$ cat config.mk
export PLATFORM = sky130hd
export DESIGN_NAME = pipe_skid_reg
export DESIGN_NICKNAME = d
export VERILOG_FILES = /design/src/rtl/pipe_skid_reg.sv
export SDC_FILE = /design/constraint.sdc
export NUM_CORES = 1
export LEC_CHECK = 0
export ABC_AREA = 0
export BUFFER_PORTS_ARGS = -buffer_cell sky130_fd_sc_hd__clkbuf_2
export CORE_ASPECT_RATIO = 1.4
export CORE_MARGIN = 5
export CORE_UTILIZATION = 35
export CTS_CLUSTER_SIZE = 8
export DETAILED_ROUTE_END_ITERATION = 6
export GPL_TIMING_DRIVEN = 0
export SYNTH_ARGS = -nofsm -noshare
export SYNTH_HDL_FRONTEND = slang
export SYNTH_SLANG_ARGS = --single-unit
$ cat constraint.sdc
create_clock -name clk -period 2 [get_ports clk]
set_input_delay 0.1 -clock clk [delete_from_list [all_inputs] [get_ports clk]]
set_output_delay 0.1 -clock clk [all_outputs]
set_load 0.05 [all_outputs]
$ cat src/rtl/pipe_skid_reg.sv
// -----------------------------------------------------------------------------
// pipe_skid_reg
//
// Pipeline stage register with an optional skid entry, used between pipeline
// stages (IF/ID, EX/MEM, ...) to break the ready path and absorb one cycle of
// downstream backpressure without losing throughput.
//
// SKID = 1 : two-entry buffer (main + skid). in_ready is a pure register
//            output and does not depend on out_ready in the same cycle.
// SKID = 0 : single main register. in_ready = ~out_valid | out_ready
//            (combinational pass-through of downstream ready).
//
// Ports
//   clk          sole clock, all state updates on the rising edge
//   rst          asynchronous active-low reset (0 = reset)
//   flush        synchronous discard of every held entry (redirect)
//   in_valid     upstream presents a valid payload
//   in_ready     block accepts the payload this cycle
//   in_data      upstream payload, WIDTH bits
//   out_valid    out_data holds a valid payload
//   out_ready    downstream consumes the head payload this cycle
//   out_data     head payload, WIDTH bits (all zero when empty)
//   occupancy    number of entries held (0..2, at most 1 when SKID = 0)
//   stall_count  saturating count of cycles with out_valid & ~out_ready
// -----------------------------------------------------------------------------
module pipe_skid_reg #(
   parameter int WIDTH = 32,
   parameter int SKID  = 1,
   parameter int CNT_W = 16
) (
   input  logic             clk,
   input  logic             rst,
   input  logic             flush,
   input  logic             in_valid,
   output logic             in_ready,
   input  logic [WIDTH-1:0] in_data,
   output logic             out_valid,
   input  logic             out_ready,
   output logic [WIDTH-1:0] out_data,
   output logic [1:0]       occupancy,
   output logic [CNT_W-1:0] stall_count
);

   // State encoding equals the number of held entries.
   typedef enum logic [1:0] {
      ST_EMPTY = 2'd0,
      ST_ONE   = 2'd1,
      ST_FULL  = 2'd2
   } state_t;

   state_t             state_r;
   logic [WIDTH-1:0]   main_r;
   logic [WIDTH-1:0]   skid_r;
   logic               valid_r;
   // SKID=1: the registered in_ready itself.
   // SKID=0: "out of reset" qualifier so in_ready stays low until the
   //         first clock edge after reset release.
   logic               rdy_r;
   logic [CNT_W-1:0]   stall_r;

   logic               in_ready_s;
   logic               accept_s;
   logic               emit_s;
   logic               stall_s;

   // Upstream ready: registered for the skid variant, pass-through otherwise.
   always_comb begin
      in_ready_s = 1'b0;
      if (SKID != 0) begin
         in_ready_s = rdy_r;
      end else begin
         in_ready_s = rdy_r & (~valid_r | out_ready);
      end
   end

   assign accept_s = in_valid & in_ready_s;
   assign emit_s   = valid_r & out_ready;
   assign stall_s  = valid_r & ~out_ready;

   // Occupancy FSM together with the payload registers and registered flags.
   always_ff @(posedge clk or negedge rst) begin
      if (!rst) begin
         state_r <= ST_EMPTY;
         main_r  <= {WIDTH{1'b0}};
         skid_r  <= {WIDTH{1'b0}};
         valid_r <= 1'b0;
         rdy_r   <= 1'b0;
      end else if (flush) begin
         // Flush wins over accept/emit; the payload offered this cycle is
         // dropped, a concurrent emit has already been taken downstream.
         state_r <= ST_EMPTY;
         main_r  <= {WIDTH{1'b0}};
         skid_r  <= {WIDTH{1'b0}};
         valid_r <= 1'b0;
         rdy_r   <= 1'b1;
      end else begin
         case (state_r)
            ST_EMPTY: begin
               rdy_r <= 1'b1;
               if (accept_s) begin
                  state_r <= ST_ONE;
                  main_r  <= in_data;
                  valid_r <= 1'b1;
               end else begin
                  state_r <= ST_EMPTY;
               end
            end
            ST_ONE: begin
               if (accept_s && emit_s) begin
                  main_r <= in_data;
                  rdy_r  <= 1'b1;
               end else if (accept_s) begin
                  if (SKID != 0) begin
                     // Downstream stalled: park the new payload behind main.
                     state_r <= ST_FULL;
                     skid_r  <= in_data;
                     rdy_r   <= 1'b0;
                  end else begin
                     // Unreachable without skid (accept implies emit).
                     main_r <= in_data;
                     rdy_r  <= 1'b1;
                  end
               end else if (emit_s) begin
                  state_r <= ST_EMPTY;
                  main_r  <= {WIDTH{1'b0}};
                  valid_r <= 1'b0;
                  rdy_r   <= 1'b1;
               end else begin
                  rdy_r <= 1'b1;
               end
            end
            ST_FULL: begin
               if (emit_s) begin
                  // Skid entry moves up to the head; a slot frees up.
                  state_r <= ST_ONE;
                  main_r  <= skid_r;
                  skid_r  <= {WIDTH{1'b0}};
                  rdy_r   <= 1'b1;
               end else begin
                  rdy_r <= 1'b0;
               end
            end
            default: begin
               // Illegal encoding: recover to a clean empty stage.
               state_r <= ST_EMPTY;
               main_r  <= {WIDTH{1'b0}};
               skid_r  <= {WIDTH{1'b0}};
               valid_r <= 1'b0;
               rdy_r   <= 1'b1;
            end
         endcase
      end
   end

   // Saturating stall counter; flush does not touch it.
   always_ff @(posedge clk or negedge rst) begin
      if (!rst) begin
         stall_r <= {CNT_W{1'b0}};
      end else if (stall_s && (stall_r != {CNT_W{1'b1}})) begin
         stall_r <= stall_r + CNT_W'(1'b1);
      end else begin
         stall_r <= stall_r;
      end
   end

   assign in_ready    = in_ready_s;
   assign out_valid   = valid_r;
   assign out_data    = main_r;
   assign occupancy   = state_r;
   assign stall_count = stall_r;

endmodule

After elaboration in Yosys (flattened, before gate mapping):

Index checks and enable logic that the tools add are counted.

* bits in registers: 84
* input port bits: 37
* output and inout port bits: 52
* word-level logic and storage cells: 60

* add/sub/neg operators: 1
* eq/ne operators: 14
* mux-type cells: 28
* bitwise gates (word level): 4
* reductions and logical operators: 7

Operator list (number)
* $mux 32: 8
* $pmux 32 s3: 2
* $ne 3x3->1 const B: 6
* $add 16x1->16 const B: 1
* $ne 16x16->1 const B: 1
* $ne 4x4->1 const B: 3
* $mux 1: 10
* $mux 2: 5
* $reduce_and 4->1: 2
* $pmux 2 s3: 1
* $reduce_and 5->1: 1
* $ne 2x2->1 const B: 2
* $and 1x1->1: 3
* $pmux 1 s3: 1
* $reduce_and 3->1: 1
* $eq 2x1->1 const B: 1
* $eq 2x2->1 const B: 1
* $logic_and 1x1->1: 2
* $logic_not 2->1: 1
* $pmux 1 s2: 1
* $not 1->1: 1

Depth between registers and ports, before layout:

* depth after elaboration: 6
* depth in mapped cells: 8
* gate-level depth less buffers: 6

Worst setup path after synthesis:

OpenSTA, ideal clock, no wires.

* kind: register to register
* start: register state_r[0] (netlist: occupancy[0])
* end: register skid_r[10]
* library setup time: 65 ps
* data arrival time: 2032 ps
* required time: 1935 ps
* setup slack: -97 ps
* stages on the path, launching flop included: 8
* buffers on the path: 2
* period minus slack after synthesis: 2097 ps
* cell sequence: dfrtp_1 inv_1 ha_1 buf_4 or3_4 nor3_4 buf_6 a22o_1

* longest elaborated chain between the ends: 3
* elaborated cells between the ends (all ways): 10
* those cells by class: eq/ne: 6; mux: 2; reduce/logical: 2

Ends and longest elaborated chain
* start: declaration: line 51 `state_t state_r;`
* start signal: assignment: line 83 `state_r <= ST_EMPTY;`
* start signal: assignment: line 91 `state_r <= ST_EMPTY;`
* start signal: assignment: line 101 `state_r <= ST_ONE;`
* $eq 2x1->1 (tied with other cells): line 97 `case (state_r)`
* $ne 3x3->1 (no line) (tied with other cells)
* $reduce_and 4->1 (no line) / $mux 32 (equally long branches)
* end signal: assignment: line 85 `skid_r <= {WIDTH{1'b0}};`
* end signal: assignment: line 93 `skid_r <= {WIDTH{1'b0}};`
* end signal: assignment: line 116 `skid_r <= in_data;`
* end: declaration: line 53 `logic [WIDTH-1:0] skid_r;`

Parallel ways exist; a longest one is shown, timed or not.
A chain may end at the register's enable or synchronous reset.

Worst setup path in the final report:

* start: register state_r[0] (netlist: occupancy[0])
* end: register skid_r[24]

The elaborated chain is that of the path after synthesis.

==> summary.txt <==
Syn Inst Count = 290
Startpoint Class = register
Tightest Pin Transition = 0.583 ns
GR Overflow Total = 0
Clk root buf = clkbuf_16
Antenna Cells = 0
Initial Util = 35.5%
FF+latch count, synth = 84
Core area = 10300 um^2
Pre-antenna DRT Iters = 6
Layout cells sized above 1 = 34.6%
Crit-path cells = inv_1 > ha_1 > buf_4 > or3_4 > nor3_4 > buf_6 > buf_6 > a22o_1
DIE HEIGHT = 131 um
DR iter-0 viols = 93
Synth Area in Adders = 1.70%
Fmax = 515 MHz
Ys async rst share = 100%
Post-DP HPWL = 6.55 mm
Fillers = 993
Antenna violations before repair = 0
Xor/xnor share of the synthesized area = 3.33%
Syn Nets = 332
Max incr delay on CP = 0.38 ns
PwrDens = 1040 nW/um^2
Residual DRC = 0
# clock sinks = 84
Synth Area in Compound Gates = 25.3%
R2R depth = 8
Worst-Skew Late Latency = 0.33 ns
Worst path slowest cell = dfrtp_2
Hold Path End = skid_r[27]$_DFFE_PN0P_
Worst hold path type = in2reg
Final worst-path cycle share = 97.1%
WP data arrival = 2.21 ns
# nets final = 444
VDD IR max = 464 uV
Die area = 12700 um^2
Critical path class = reg2reg
Post-synthesis simple-gate area fraction = 7.99%
Post-synthesis sequential area ratio = 57.1%
Post-Route WL = 9.30 mm
Max Clock Skew = 0.00522 ns
Number of routed nets with antenna violations = 0
Routed vias/inst = 5.27
Worst Path Buf+Inv = 4
Cell Rows = 44
Most common cell after layout, fill and taps aside = clkbuf_2
Largest family of logic cells by synthesized area = compound AO/OA/AOI/OAI gates
Critical path fanouts, max = 10
Worst Hold Launch = in_data[27]
Routed via count = 2874
Top delay family on crit path = simple AND/OR/NAND/NOR gates
Top_reg_cell synth = dfrtp_1
Reg2reg start = occupancy[0]$_DFFE_PN0P_
Setup-failing EPs final = 0
Pleak = 2.31 nW
Longest Clk Path Bufs = 2
Multiplexer share of the synthesized area = 0.918%
Crit path top cell by count = buf_6
Endpoints failing hold = 0
Total power = 4.99 mW
Yosys warnings = 0
Max-cap viol count = 0
Avg Inst Size Synth = 12.7 um^2
Relative slew slack = 61.1%
Hold path cells = 2
Dpl ws = 0.0122 ns
Mapped Area = 3680 um^2
Status = finished, final reports clean
Area delta synth->final = 30.3%
Reg-to-reg critical path endpoint = skid_r[24]$_DFFE_PN0P_
Final Critical Period = 1.94 ns
Port buffer count = 87
Clock transition at path regs = 0.06 ns
Netlist cell types = 39
First-pass GRT wire length = 15.5 mm
GRT Util Overall = 14.9%
WP data required = 2.27 ns
CTS tree = yes
Routability congestion estimate = 0.710
Post-synth EDFFs = 0
Worst Setup Slack, final = 0.0587 ns
Worst Setup End Kind = register
Pin count of the biggest net entering global routing = 46
Vias in the first global route = 3055
Most frequent cells in the layout = 88 x clkbuf_2, 82 x dfrtp_1, 33 x a22oi_1, 32 x o2bb2ai_1, 32 x a22o_1
Reg2Reg Setup Slack = 0.06 ns
Avg WL per Cell = 17.1 um
Slew Limit Fails = 0
Fin Hold WS = 0.00602 ns
RSZ-0062 raised after global routing = yes
H-tree depth = 3
Die Wd = 96.6 um
Num CTS Buffers = 9
# IOs = 89
## layer usage
metal | wire, um | vias up | track usage, %
met4 | 188 | 0 | 6.95
met2 | 4650 | 88 | 24.6
met5 | 0 | - | 0
met1 | 4080 | 1416 | 18.7
met3 | 380 | 16 | 3.18
li1 | - | 1354 | -
## how the worst max path moves through the flow
stage	start	endpoint	slack (ns)	depth (start not counted)
4_1_cts	occupancy[0]$_DFFE_PN0P_	out_data[18]$_DFFE_PN0P_	0.001	8
3_5_place_dp	occupancy[0]$_DFFE_PN0P_	out_data[18]$_DFFE_PN0P_	0.01	8
6_report	occupancy[0]$_DFFE_PN0P_	skid_r[24]$_DFFE_PN0P_	0.06	8
3_3_place_gp	rst	occupancy[0]$_DFFE_PN0P_	-0.28	1
2_1_floorplan	occupancy[1]$_DFFE_PN0P_	skid_r[10]$_DFFE_PN0P_	0.04	6
5_1_grt	occupancy[0]$_DFFE_PN0P_	skid_r[17]$_DFFE_PN0P_	-0.02	8
## per-stage QoR
stage                     setup TNS (ns)  cells  util [%]  cell area (um^2)
after floorplan                        0    290         -              3680
after global placement             -9.12    515      41.4              4290
after detailed placement               0    516      41.7              4320
after CTS                              0    541      45.8              4740
after global routing              -0.126    545      46.3              4790
final                                  0    545      46.3              4790
## kinds of logic after synthesis
kind of cell / after synthesis
AOI/OAI and AO/OA: 112
xor gates and xnor gates: 14
adders and majority gates: 5
buffers and inverters: 23
DFF: 84
muxes: 3
and+or+nand+nor: 49
## state kept, by name, summed over array words and instances, names as in the netlist
signal,flops
stall_count,16
out_data,32
out_valid,1
occupancy,2
in_ready,1
skid_r,32
## synthesized netlist by cell type, types with 2 or more instances
cell | instances | share of area, %
nand2_1 | 11 | 1.1
and4b_1 | 2 | 0.54
o2bb2ai_1 | 32 | 7.6
nor2_1 | 5 | 0.51
o21ai_0 | 2 | 0.27
and3_1 | 3 | 0.51
buf_6 | 4 | 1.2
a21oi_1 | 5 | 0.68
nor3_1 | 2 | 0.27
ha_1 | 5 | 1.7
a22oi_1 | 33 | 6.7
nor2b_1 | 2 | 0.34
a31oi_1 | 2 | 0.34
buf_2 | 10 | 1.4
nand3_1 | 6 | 0.82
nand4_1 | 8 | 1.4
xnor2_1 | 13 | 3.1
clkbuf_1 | 3 | 0.31
mux2_2 | 2 | 0.61
dfrtp_1 | 84 | 57
buf_1 | 3 | 0.31
inv_1 | 2 | 0.20
a22o_1 | 32 | 7.6
and4_1 | 4 | 0.95
## cell type report
| cell class | count | area, um^2 | area share (%) |
|---|---|---|---|
| Clock buffer | 10 | 239 | 4.99 |
| Tap cell | 138 | 173 | 3.60 |
| Buffer | 21 | 131 | 2.74 |
| Sequential cell | 84 | 2100 | 43.9 |
| Multi-Input combinational cell | 183 | 1460 | 30.5 |
| Timing Repair Buffer | 101 | 587 | 12.2 |
| Clock inverter | 6 | 87.6 | 1.83 |
| Inverter | 2 | 7.51 | 0.157 |
## power breakdown
| group | total [mW] | internal [mW] | switching [mW] |
|---|---|---|---|
| sequential | 1.98 | 1.84 | 0.137 |
| clock | 1.80 | 1.13 | 0.672 |
| combinational | 1.21 | 0.332 | 0.877 |
| total | 4.99 | 3.30 | 1.69 |
## what timing repair did
action,4_1_cts,5_1_grt
gates cloned,0,1
setup buffers,0,3
hold buffers,9,0
gates resized for setup,1,10
pin swaps,0,1
endpoints found under the hold margin,47,0
setup endpoints to repair,1,32
Note: power is estimated with default switching activity, not from simulation.
